File: src/rtl/gpr_pkg.sv
// Shared constants, types and helpers for the general-purpose register file.
//   GprDataW / GprNumRegs : default register width and register count
//   gpr_data_t / gpr_addr_t : default-sized data and index types
//   is_zero_reg()          : true when an index hits the hardwired zero register
package gpr_pkg;

  localparam int unsigned GprDataW   = 8;
  localparam int unsigned GprNumRegs = 8;
  localparam int unsigned GprAddrW   = $clog2(GprNumRegs);

  typedef logic [GprDataW-1:0] gpr_data_t;
  typedef logic [GprAddrW-1:0] gpr_addr_t;

  // Register 0 is only special when the zero-register option is enabled.
  function automatic logic is_zero_reg(input logic zero_reg_en, input int unsigned addr);
    return zero_reg_en && (addr == 0);
  endfunction

endpackage

File: src/rtl/gpr_file_if.sv
// Decode / write-back bus of the register file.
//   master : request side (decode + ALU write-back), drives reads, writes, reserves
//   slave  : register file, returns read data/valid/busy and the pending vector
interface gpr_file_if
  import gpr_pkg::*;
#(
  parameter int unsigned DATA_W   = GprDataW,
  parameter int unsigned NUM_REGS = GprNumRegs
);
  localparam int unsigned ADDR_W = $clog2(NUM_REGS);

  logic              rd_en_a;
  logic [ADDR_W-1:0] rd_addr_a;
  logic [DATA_W-1:0] rd_data_a;
  logic              rd_valid_a;
  logic              rd_busy_a;

  logic              rd_en_b;
  logic [ADDR_W-1:0] rd_addr_b;
  logic [DATA_W-1:0] rd_data_b;
  logic              rd_valid_b;
  logic              rd_busy_b;

  logic              wr_en;
  logic [ADDR_W-1:0] wr_addr;
  logic [DATA_W-1:0] wr_data;

  logic              rsv_en;
  logic [ADDR_W-1:0] rsv_addr;

  logic [NUM_REGS-1:0] pending;

  modport master (
    output rd_en_a, rd_addr_a, rd_en_b, rd_addr_b,
    output wr_en, wr_addr, wr_data, rsv_en, rsv_addr,
    input  rd_data_a, rd_valid_a, rd_busy_a,
    input  rd_data_b, rd_valid_b, rd_busy_b, pending
  );

  modport slave (
    input  rd_en_a, rd_addr_a, rd_en_b, rd_addr_b,
    input  wr_en, wr_addr, wr_data, rsv_en, rsv_addr,
    output rd_data_a, rd_valid_a, rd_busy_a,
    output rd_data_b, rd_valid_b, rd_busy_b, pending
  );

endinterface

File: src/rtl/gpr_read_port.sv
// One registered read port of the register file.
//   clk, rst        : clock, async active-high reset
//   rd_en_i/addr_i  : read request
//   reg_data_i      : current stored value at rd_addr_i
//   reg_pending_i   : current scoreboard bit at rd_addr_i
//   wr_*_i          : same-cycle write, used for forwarding
//   rd_data_o/valid_o/busy_o : registered response, one cycle after the request
module gpr_read_port
  import gpr_pkg::*;
#(
  parameter int unsigned DATA_W   = GprDataW,
  parameter int unsigned ADDR_W   = GprAddrW,
  parameter int unsigned ZERO_REG = 0,
  parameter int unsigned BYPASS   = 1
) (
  input  logic              clk,
  input  logic              rst,
  input  logic              rd_en_i,
  input  logic [ADDR_W-1:0] rd_addr_i,
  input  logic [DATA_W-1:0] reg_data_i,
  input  logic              reg_pending_i,
  input  logic              wr_en_i,
  input  logic [ADDR_W-1:0] wr_addr_i,
  input  logic [DATA_W-1:0] wr_data_i,
  output logic [DATA_W-1:0] rd_data_o,
  output logic              rd_valid_o,
  output logic              rd_busy_o
);

  logic [DATA_W-1:0] data_d, data_q;
  logic              valid_d, valid_q;
  logic              busy_d, busy_q;
  logic              hit_zero;
  logic              hit_bypass;

  assign hit_zero   = is_zero_reg(ZERO_REG != 0, 32'(rd_addr_i));
  assign hit_bypass = (BYPASS != 0) && wr_en_i && (wr_addr_i == rd_addr_i);

  always_comb begin
    data_d  = data_q;
    busy_d  = busy_q;
    valid_d = rd_en_i;
    if (rd_en_i) begin
      // Zero register beats forwarding; forwarded data is never busy.
      if (hit_zero) begin
        data_d = '0;
        busy_d = 1'b0;
      end else if (hit_bypass) begin
        data_d = wr_data_i;
        busy_d = 1'b0;
      end else begin
        data_d = reg_data_i;
        busy_d = reg_pending_i;
      end
    end
  end

  always_ff @(posedge clk or posedge rst) begin
    if (rst) begin
      data_q  <= '0;
      valid_q <= 1'b0;
      busy_q  <= 1'b0;
    end else begin
      data_q  <= data_d;
      valid_q <= valid_d;
      busy_q  <= busy_d;
    end
  end

  assign rd_data_o  = data_q;
  assign rd_valid_o = valid_q;
  assign rd_busy_o  = busy_q;

endmodule

File: src/rtl/gpr_file.sv
// Parametrised register file: two registered read ports, one write port and a
// per-register pending scoreboard.
//   clk, rst : clock, async active-high reset
//   bus      : gpr_file_if slave (read ports A/B, write, reserve, pending vector)
module gpr_file
  import gpr_pkg::*;
#(
  parameter int unsigned DATA_W   = GprDataW,
  parameter int unsigned NUM_REGS = GprNumRegs,
  parameter int unsigned ADDR_W   = $clog2(NUM_REGS),
  parameter int unsigned ZERO_REG = 0,
  parameter int unsigned BYPASS   = 1
) (
  input logic       clk,
  input logic       rst,
  gpr_file_if.slave bus
);

  logic [DATA_W-1:0]   regs_d [NUM_REGS];
  logic [DATA_W-1:0]   regs_q [NUM_REGS];
  logic [NUM_REGS-1:0] pending_d, pending_q;
  logic                wr_ok;
  logic                rsv_ok;

  assign wr_ok  = bus.wr_en  && !is_zero_reg(ZERO_REG != 0, 32'(bus.wr_addr));
  assign rsv_ok = bus.rsv_en && !is_zero_reg(ZERO_REG != 0, 32'(bus.rsv_addr));

  always_comb begin
    regs_d    = regs_q;
    pending_d = pending_q;
    if (wr_ok) begin
      regs_d[bus.wr_addr]    = bus.wr_data;
      pending_d[bus.wr_addr] = 1'b0;
    end
    // Applied after the clear so a new reservation outlives a same-cycle write-back.
    if (rsv_ok) begin
      pending_d[bus.rsv_addr] = 1'b1;
    end
  end

  always_ff @(posedge clk or posedge rst) begin
    if (rst) begin
      regs_q    <= '{default: '0};
      pending_q <= '0;
    end else begin
      regs_q    <= regs_d;
      pending_q <= pending_d;
    end
  end

  assign bus.pending = pending_q;

  gpr_read_port #(
    .DATA_W  (DATA_W),
    .ADDR_W  (ADDR_W),
    .ZERO_REG(ZERO_REG),
    .BYPASS  (BYPASS)
  ) u_port_a (
    .clk          (clk),
    .rst          (rst),
    .rd_en_i      (bus.rd_en_a),
    .rd_addr_i    (bus.rd_addr_a),
    .reg_data_i   (regs_q[bus.rd_addr_a]),
    .reg_pending_i(pending_q[bus.rd_addr_a]),
    .wr_en_i      (bus.wr_en),
    .wr_addr_i    (bus.wr_addr),
    .wr_data_i    (bus.wr_data),
    .rd_data_o    (bus.rd_data_a),
    .rd_valid_o   (bus.rd_valid_a),
    .rd_busy_o    (bus.rd_busy_a)
  );

  gpr_read_port #(
    .DATA_W  (DATA_W),
    .ADDR_W  (ADDR_W),
    .ZERO_REG(ZERO_REG),
    .BYPASS  (BYPASS)
  ) u_port_b (
    .clk          (clk),
    .rst          (rst),
    .rd_en_i      (bus.rd_en_b),
    .rd_addr_i    (bus.rd_addr_b),
    .reg_data_i   (regs_q[bus.rd_addr_b]),
    .reg_pending_i(pending_q[bus.rd_addr_b]),
    .wr_en_i      (bus.wr_en),
    .wr_addr_i    (bus.wr_addr),
    .wr_data_i    (bus.wr_data),
    .rd_data_o    (bus.rd_data_b),
    .rd_valid_o   (bus.rd_valid_b),
    .rd_busy_o    (bus.rd_busy_b)
  );

endmodule

File: src/flat_wrapper.sv
// flat-port wrapper written by rule: the top's interface ports become plain ports
module gpr_file_flat import gpr_pkg::*;
#(
  parameter int unsigned DATA_W   = GprDataW,
  parameter int unsigned NUM_REGS = GprNumRegs,
  parameter int unsigned ADDR_W   = $clog2(NUM_REGS),
  parameter int unsigned ZERO_REG = 0,
  parameter int unsigned BYPASS   = 1
)
  (clk, rst, bus_rd_en_a, bus_rd_addr_a, bus_rd_en_b, bus_rd_addr_b, bus_wr_en, bus_wr_addr, bus_wr_data, bus_rsv_en, bus_rsv_addr, bus_rd_data_a, bus_rd_valid_a, bus_rd_busy_a, bus_rd_data_b, bus_rd_valid_b, bus_rd_busy_b, bus_pending);
  gpr_file_if #(.DATA_W(DATA_W), .NUM_REGS(NUM_REGS)) bus_i ();
  input logic clk;
  input logic rst;
  input wire logic [$bits(bus_i.rd_en_a)-1:0] bus_rd_en_a;
  input wire logic [$bits(bus_i.rd_addr_a)-1:0] bus_rd_addr_a;
  input wire logic [$bits(bus_i.rd_en_b)-1:0] bus_rd_en_b;
  input wire logic [$bits(bus_i.rd_addr_b)-1:0] bus_rd_addr_b;
  input wire logic [$bits(bus_i.wr_en)-1:0] bus_wr_en;
  input wire logic [$bits(bus_i.wr_addr)-1:0] bus_wr_addr;
  input wire logic [$bits(bus_i.wr_data)-1:0] bus_wr_data;
  input wire logic [$bits(bus_i.rsv_en)-1:0] bus_rsv_en;
  input wire logic [$bits(bus_i.rsv_addr)-1:0] bus_rsv_addr;
  output wire logic [$bits(bus_i.rd_data_a)-1:0] bus_rd_data_a;
  output wire logic [$bits(bus_i.rd_valid_a)-1:0] bus_rd_valid_a;
  output wire logic [$bits(bus_i.rd_busy_a)-1:0] bus_rd_busy_a;
  output wire logic [$bits(bus_i.rd_data_b)-1:0] bus_rd_data_b;
  output wire logic [$bits(bus_i.rd_valid_b)-1:0] bus_rd_valid_b;
  output wire logic [$bits(bus_i.rd_busy_b)-1:0] bus_rd_busy_b;
  output wire logic [$bits(bus_i.pending)-1:0] bus_pending;
  assign bus_i.rd_en_a = bus_rd_en_a;
  assign bus_i.rd_addr_a = bus_rd_addr_a;
  assign bus_i.rd_en_b = bus_rd_en_b;
  assign bus_i.rd_addr_b = bus_rd_addr_b;
  assign bus_i.wr_en = bus_wr_en;
  assign bus_i.wr_addr = bus_wr_addr;
  assign bus_i.wr_data = bus_wr_data;
  assign bus_i.rsv_en = bus_rsv_en;
  assign bus_i.rsv_addr = bus_rsv_addr;
  assign bus_rd_data_a = bus_i.rd_data_a;
  assign bus_rd_valid_a = bus_i.rd_valid_a;
  assign bus_rd_busy_a = bus_i.rd_busy_a;
  assign bus_rd_data_b = bus_i.rd_data_b;
  assign bus_rd_valid_b = bus_i.rd_valid_b;
  assign bus_rd_busy_b = bus_i.rd_busy_b;
  assign bus_pending = bus_i.pending;
  gpr_file #(.DATA_W(DATA_W), .NUM_REGS(NUM_REGS), .ADDR_W(ADDR_W), .ZERO_REG(ZERO_REG), .BYPASS(BYPASS)) u_core (.clk(clk), .rst(rst), .bus(bus_i));
endmodule
File: config.mk
export PLATFORM = sky130hd
export DESIGN_NAME = gpr_file_flat
export DESIGN_NICKNAME = d
export VERILOG_FILES = /design/src/rtl/gpr_pkg.sv /design/src/rtl/gpr_file_if.sv /design/src/rtl/gpr_read_port.sv /design/src/rtl/gpr_file.sv /design/src/flat_wrapper.sv
export SDC_FILE = /design/constraint.sdc
export NUM_CORES = 1
export LEC_CHECK = 0
export BUFFER_PORTS_ARGS = -buffer_cell sky130_fd_sc_hd__buf_4
export CELL_PAD_IN_SITES_DETAIL_PLACEMENT = 0
export CELL_PAD_IN_SITES_GLOBAL_PLACEMENT = 2
export CORE_ASPECT_RATIO = 0.5
export CORE_MARGIN = 2
export CORE_UTILIZATION = 44
export DETAILED_ROUTE_END_ITERATION = 12
export PLACE_DENSITY = 0.83
export SYNTH_ARGS = -nofsm -noshare
export SYNTH_HDL_FRONTEND = slang
export SYNTH_SLANG_ARGS = --single-unit
File: constraint.sdc
create_clock -name clk -period 5 [get_ports clk]
set_input_delay 0.5 -clock clk [delete_from_list [all_inputs] [get_ports clk]]
set_output_delay 0.5 -clock clk [all_outputs]
set_load 0.01 [all_outputs]
==> flow_summary_export.csv, run 1 <==
group,metric,value,unit
die,core,0.0103,mm²
cells_and_area,postLayoutCellArea,0.00543,mm²
worst_setup_path,path_cells,"buf_4 -> xor2_1 -> o41ai_2 -> o221ai_1",
clock_tree,post_cts_resized,0,
global_routing,global_route.overflow_total,0,
synth,synth.largest_area_cell,"dfrtp_1",
clock_tree,cts-htree-levels,3,
min_path,hp-class,"in -> reg",
synth,synth_enable_flop_cells,0,
synth,number_of_nets_in_the_synthesized_netlist,379,
timing,hold_viol,0,
worst_setup_path,end_kind,"flip-flop",
synth,syn-cell-area,0.00469,mm²
power_and_ir_drop,net-switching-power,0.622,mW
power_and_ir_drop,switching_share_of_power,27.8,%
clock_tree,ctsRootBufferMaster,"clkbuf_16",
synth,yosysUniqueCellTypes,23,
clock_tree,worst_skew_pair.late_latency,0.34,ns
cells_and_area,layout.filler_cells,901,
die,die_h,77.0,µm
job,timing.max_cap.violations,0,
timing,finalWorstPathRequiredPeriod,1.88,ns
timing,post-route-worst-setup-slack,3.12,ns
place,dp_cells,525,
clock_tree,cts.hold.buffers_added,0,
timing,slew_hr,23.9,%
timing,hold_ws,0.363,ns
timing,rsz_0062_raised_after_global_routing,"false",
power_and_ir_drop,comb_power_share,23.6,%
global_routing,grt_util_all_layers,23.1,%
clock_tree,clockBufferDepth,2,
synth,post_synth.cell_area_avg,13.3,µm²
drt,routedWlPerCell,23.0,µm
worst_setup_path,reg2reg_slack,3.41,ns
drt,postRouteAntennaNets,0,
timing,worst_clock_skew,0.00346,ns
synth,yosysSeqAreaShare,49.1,%
power_and_ir_drop,internal_power,1.62,mW
place,place_hpwl,8.27,mm
synth,synth_flop_cell,"dfrtp_1",
worst_setup_path,critical_path_arrival,2.06,ns
power_and_ir_drop,share_seq_of_total_power,45.3,%
clock_tree,clock_tree_from_tritoncts,"built",
power_and_ir_drop,power.density_cell_area,413,mW/mm²
die,design.die.area,0.0115,mm²
timing,fin_crit_sh,37.6,%
clock_tree,number_of_clock_sinks,92,
cells_and_area,final_common_cell,"dfrtp_1",
timing,maxSlewViolCount,0,
timing,setup-violations-final,0,
cells_and_area,most-common-layout-cells,"dfrtp_1 (92), buf_4 (54), nand2_1 (41)",
place,pre_cts_ws,2.78,ns
cells_and_area,post_layout_nonfiller_instances,540,
worst_setup_path,criticalPathCategory,"in -> reg",
drt,drt_pre_antenna_iters,4,
die,core.rowCount,26,
worst_setup_path,critical_path.max_stage_delay,0.85,ns
global_routing,grt_start_max_net_pins,63,
synth,yosys_register_bits,92,
cells_and_area,insertedDiodeCount,0,
synth,yosysWarningCount,0,
cells_and_area,layout-area-overhead-vs-synth,15.7,%
clock_tree,numCtsBuffers,9,
cells_and_area,final_util,52.8,%
place,io_buffers,53,
worst_setup_path,crit_path_max_fanout,19,
synth,synthesis.instances,353,
global_routing,first_global_vias,3188,
place,routabilityCongestion,0.804,
place,dpl_cell_area,0.00512,mm²
global_routing,antenna_violations_before_repair,0,
drt,route.detailed.vias_per_inst,5.90,
timing,setup_total_negative_slack,0,ns
worst_setup_path,kind_of_start_point_of_the_critical_path,"input pin",
outcome,result_of_the_run,"finished clean",
cells_and_area,fraction_of_layout_cells_with_a_size_suffix_above_1,35.8,%
power_and_ir_drop,total_power,2.24,mW
drt,drcViolationCount,0,
power_and_ir_drop,p_leak,2.38,nW
timing,max_freq,532,MHz
power_and_ir_drop,peakVddDrop,0.000152,V
drt,drt_iter0_drc,247,
clock_tree,post-cts-setup-buffer-count,0,
cells_and_area,finalNetCount,422,
drt,num_vias,3185,
die,die_x,150,µm
drt,totalWireLength,12.4,mm
timing,worst_pin_slew,1.14,ns
global_routing,grt_first_pass_wirelength,19.3,mm
synth,top_cell_type_s_share_of_synthesized_area,49.1,%
clock_tree,clk_pin_slew_worst_paths,0.06,ns
die,design.portCount,54,
power_and_ir_drop,relative_contribution_of_the_clock_network_to_total_power,31.1,%
synth,synth_top_area_cells,"dfrtp_1 (49%), mux4_2 (17%), mux2_2 (7.7%)",
worst_setup_path,crit_slowest_cell,"o41ai_2",
worst_setup_path,crit_required,5.18,ns
synth,fraction_of_synthesis_flops_using_an_asynchronous_set_or_reset_pin,100,%
die,initial_utilization,45.6,%
kinds of logic after synthesis:
logic type,after synthesis,share of synthesized area [%]
AOI/OAI and AO/OA,60,8.43
DFF,92,49.1
xor gates and xnor gates,6,1.12
muxes,86,28.8
buffers and inverters,38,4.43
and+or+nand+nor,71,8.09
cells in the mapped netlist, types with 3 or more instances:
library cell,count
dfrtp_1,92
nand2_1,41
mux4_2,36
o21ai_0,36
mux2_2,32
nand2b_1,19
mux2i_1,18
inv_1,16
o221ai_1,16
clkbuf_1,8
buf_6,6
xor2_1,6
buf_2,4
buf_4,4
o22ai_1,4
nand4b_1,3
cell type report:
cell class	instances	area, µm²	share of cell area (%)
well taps	140	175	3.23
inverters	16	61.3	1.13
clock inverters	1	30.0	0.553
flip-flops and latches	92	2300	42.4
clock buffers	14	274	5.05
repair buffers	54	405	7.47
multi-input cells	223	2180	40.1
power by group through the flow:
stage          sequential (mW)  clock, mW  combinational (mW)
2_1_floorplan             1.01          0               0.329
3_3_place_gp              1.01          0               0.513
3_5_place_dp              1.03          0               0.527
4_1_cts                   1.01      0.715               0.529
5_1_grt                   1.04      0.747               0.576
6_report                  1.01      0.697               0.528
state kept, by name, summed over array words and instances (netlist names):
name	flops
u_core.bus.pending	8
u_core.regs_q	64
u_core.u_port_a.rd_busy_o	1
u_core.u_port_a.rd_data_o	8
u_core.u_port_a.rd_valid_o	1
u_core.u_port_b.rd_busy_o	1
u_core.u_port_b.rd_data_o	8
u_core.u_port_b.rd_valid_o	1
critical path: cells and delay by family:
family | cells | cell delay, ns
buffers and inverters | 1 | 0.30
AO/OA/AOI/OAI | 2 | 1.10
XOR/XNOR | 1 | 0.16
path summary, 6_finish.rpt:
check,depth (start not counted),endpoint,startpoint
hold reg to reg,2,u_core.regs_q[23],u_core.regs_q[23]
setup / recovery,4,u_core.u_port_b.rd_data_o[7],bus_rd_addr_b[2]
max in group asynchronous,3,u_core.u_port_a.rd_data_o[3],rst
setup reg to reg,3,u_core.u_port_b.rd_data_o[6],u_core.regs_q[6]
min in group asynchronous,2,u_core.bus.pending[5],rst
hold / removal,1,u_core.u_port_a.rd_valid_o,bus_rd_en_a
routing by layer:
layer	vias to the layer above	share of wire, %	GRT usage (%)
li1	1405	-	-
met1	1637	48	35.4
met2	133	41	31.1
met3	10	10	8.33
met4	0	0.94	5.00
met5	-	0	0
Power figures use the tool's default switching activity.
==> run 2: changes to the inputs <==
--- a/config.mk
+++ b/config.mk
@@ -10,9 +10,9 @@
 export CELL_PAD_IN_SITES_GLOBAL_PLACEMENT = 2
 export CORE_ASPECT_RATIO = 0.5
 export CORE_MARGIN = 2
-export CORE_UTILIZATION = 44
+export CORE_UTILIZATION = 41
 export DETAILED_ROUTE_END_ITERATION = 12
-export PLACE_DENSITY = 0.83
+export PLACE_DENSITY = 0.78
 export SYNTH_ARGS = -nofsm -noshare
 export SYNTH_HDL_FRONTEND = slang
 export SYNTH_SLANG_ARGS = --single-unit
==> constraint.sdc (replaced) <==
create_clock -name clk -period 1.9 [get_ports clk]
set_input_delay 0.19 -clock clk [delete_from_list [all_inputs] [get_ports clk]]
set_output_delay 0.19 -clock clk [all_outputs]
set_load 0.01 [all_outputs]
==> flow_summary_export.csv, run 2 (synthesized netlist as in run 1, its figures left out) <==
group,metric,value,unit
outcome,result_of_the_run,"finished clean",
clock_tree,cts-htree-levels,3,
worst_setup_path,criticalPathCategory,"in -> reg",
timing,finalWorstPathRequiredPeriod,1.38,ns
cells_and_area,final_util,50.7,%
power_and_ir_drop,share_seq_of_total_power,44.9,%
timing,slew_hr,64.8,%
min_path,min-delay-start,"bus_rd_en_a",
global_routing,grt_first_pass_wirelength,20.1,mm
cells_and_area,final_common_cell,"dfrtp_1",
cells_and_area,postLayoutCellArea,0.00562,mm²
clock_tree,numCtsBuffers,9,
drt,drt_pre_antenna_iters,6,
power_and_ir_drop,power.density_cell_area,1060,mW/mm²
cells_and_area,layout.filler_cells,958,
die,die_h,79.6,µm
place,place_hpwl,8.53,mm
cells_and_area,insertedDiodeCount,0,
drt,route.detailed.vias_per_inst,5.73,
place,io_buffers,53,
timing,setup-violations-final,0,
timing,max_freq,726,MHz
cells_and_area,regMostFlops,"u_core.regs_q",
timing,worst_pin_slew,0.526,ns
min_path,hold_path_end,"u_core.u_port_a.rd_valid_o",
global_routing,global_route.overflow_total,0,
cells_and_area,layout-area-overhead-vs-synth,19.9,%
global_routing,grt_util_all_layers,22.5,%
timing,rsz_0062_raised_after_global_routing,"false",
cells_and_area,register_area,0.00230,mm²
place,routabilityCongestion,0.849,
min_path,hp-class,"in -> reg",
die,initial_utilization,42.3,%
cells_and_area,most-common-layout-cells,"dfrtp_1 (92), buf_4 (68), nand2_1 (41)",
clock_tree,clk_pin_slew_worst_paths,0.07,ns
die,die_x,155,µm
worst_setup_path,end_kind,"flip-flop",
power_and_ir_drop,peakVddDrop,0.000413,V
drt,totalWireLength,12.8,mm
clock_tree,clock_tree_from_tritoncts,"built",
clock_tree,number_of_clock_sinks,92,
worst_setup_path,crit_required,2.15,ns
worst_setup_path,regToRegStartpoint,"u_core.regs_q[18]",
timing,worst_clock_skew,0.00576,ns
power_and_ir_drop,comb_power_share,22.8,%
clock_tree,cts.hold.buffers_added,1,
die,design.die.area,0.0124,mm²
die,design.portCount,54,
cells_and_area,finalNetCount,440,
power_and_ir_drop,relative_contribution_of_the_clock_network_to_total_power,32.3,%
global_routing,antenna_violations_before_repair,0,
worst_setup_path,worstRegToRegCells,3,
cells_and_area,largest_register_ffs,64,
worst_setup_path,reg2reg_slack,0.57,ns
min_path,hold_path_depth,1,
global_routing,first_global_vias,3460,
timing,fin_crit_sh,72.5,%
die,core,0.0111,mm²
clock_tree,worst_skew_pair.late_latency,0.34,ns
clock_tree,ctsRootBufferMaster,"clkbuf_16",
clock_tree,clockBufferDepth,2,
worst_setup_path,cp-startpoint,"bus_rd_addr_a[1]",
timing,hold_viol,0,
place,dpl_cell_area,0.00530,mm²
clock_tree,post_cts_resized,0,
worst_setup_path,kind_of_start_point_of_the_critical_path,"input pin",
power_and_ir_drop,p_leak,2.48,nW
cells_and_area,multi_input_comb_area,0.00218,mm²
drt,postRouteAntennaNets,0,
drt,drcViolationCount,0,
drt,num_vias,3232,
global_routing,grt_start_max_net_pins,40,
cells_and_area,fraction_of_layout_cells_with_a_size_suffix_above_1,38.7,%
worst_setup_path,critical_path_arrival,1.63,ns
worst_setup_path,reg2reg_to,"u_core.u_port_a.rd_data_o[2]",
drt,drt_iter0_drc,203,
timing,setup_total_negative_slack,0,ns
power_and_ir_drop,net-switching-power,1.67,mW
worst_setup_path,crit_path_max_fanout,10,
drt,routedWlPerCell,22.8,µm
power_and_ir_drop,internal_power,4.32,mW
job,timing.max_cap.violations,0,
power_and_ir_drop,switching_share_of_power,27.9,%
die,core.rowCount,27,
timing,maxSlewViolCount,0,
clock_tree,post-cts-setup-buffer-count,0,
-- run 2: changes by cell type in the layout (fill, tap and decap cells not counted), sizes merged --
cell | previous run | this run
buf | 54 | 71
clkbuf | 14 | 10
clkinv | 1 | 3
bufinv | 1 | 2
clkinvlp | 0 | 1
dlygate4sd3 | 0 | 1
inv | 15 | 16
-- run 2: worst max path at each step --
| stage | end | cells past startpoint |
|---|---|---|
| 3_3_place_gp | u_core.u_port_a.rd_data_o[4] | 4 |
| 2_1_floorplan | u_core.u_port_a.rd_data_o[1] | 5 |
| 6_report | u_core.u_port_a.rd_data_o[3] | 4 |
| 5_1_grt | u_core.u_port_a.rd_data_o[3] | 4 |
| 3_5_place_dp | u_core.u_port_a.rd_data_o[3] | 4 |
| 4_1_cts | u_core.u_port_a.rd_data_o[3] | 4 |
-- run 2: routing by layer --
metal / GRT usage [%] / routed length (µm)
met1: 33.0 / 5940
met2: 33.3 / 5670
met3: 5.32 / 1000
met4: 6.70 / 215
met5: 0 / 0
-- run 2: area by class of cell --
cell class	count	share of cell area, %
Multi-Input combinational cell	223	38.7
Clock inverter	6	1.56
Inverter	16	1.13
Timing Repair Buffer	72	10.3
Clock buffer	10	4.07
Tap cell	145	3.23
Sequential cell	92	40.9
-- run 2: critical path, stage by stage --
cell and delay (ns):
buf_4 0.19, xor2_1 0.18, or4_1 0.76, o221ai_1 0.30
-- run 2: per-stage QoR --
stage               total power, mW  cells  hold slack [ns]  setup slack, ns
floorplan                      3.53    353            0.221            0.397
global placement               4.02    547            0.262            0.242
detailed placement             4.09    547            0.269            0.156
CTS                            6.03    564           0.0699            0.513
global route                   6.30    564           0.0693            0.455
finish                         5.98    564           0.0763            0.522
-- run 2: power by group through the flow --
stage,Sequential (mW),Combinational (mW),Clock (mW)
2_1_floorplan,2.67,0.867,0
3_3_place_gp,2.68,1.33,0
5_1_grt,2.74,1.51,2.05
4_1_cts,2.69,1.38,1.97
6_report,2.69,1.36,1.93
3_5_place_dp,2.71,1.37,0
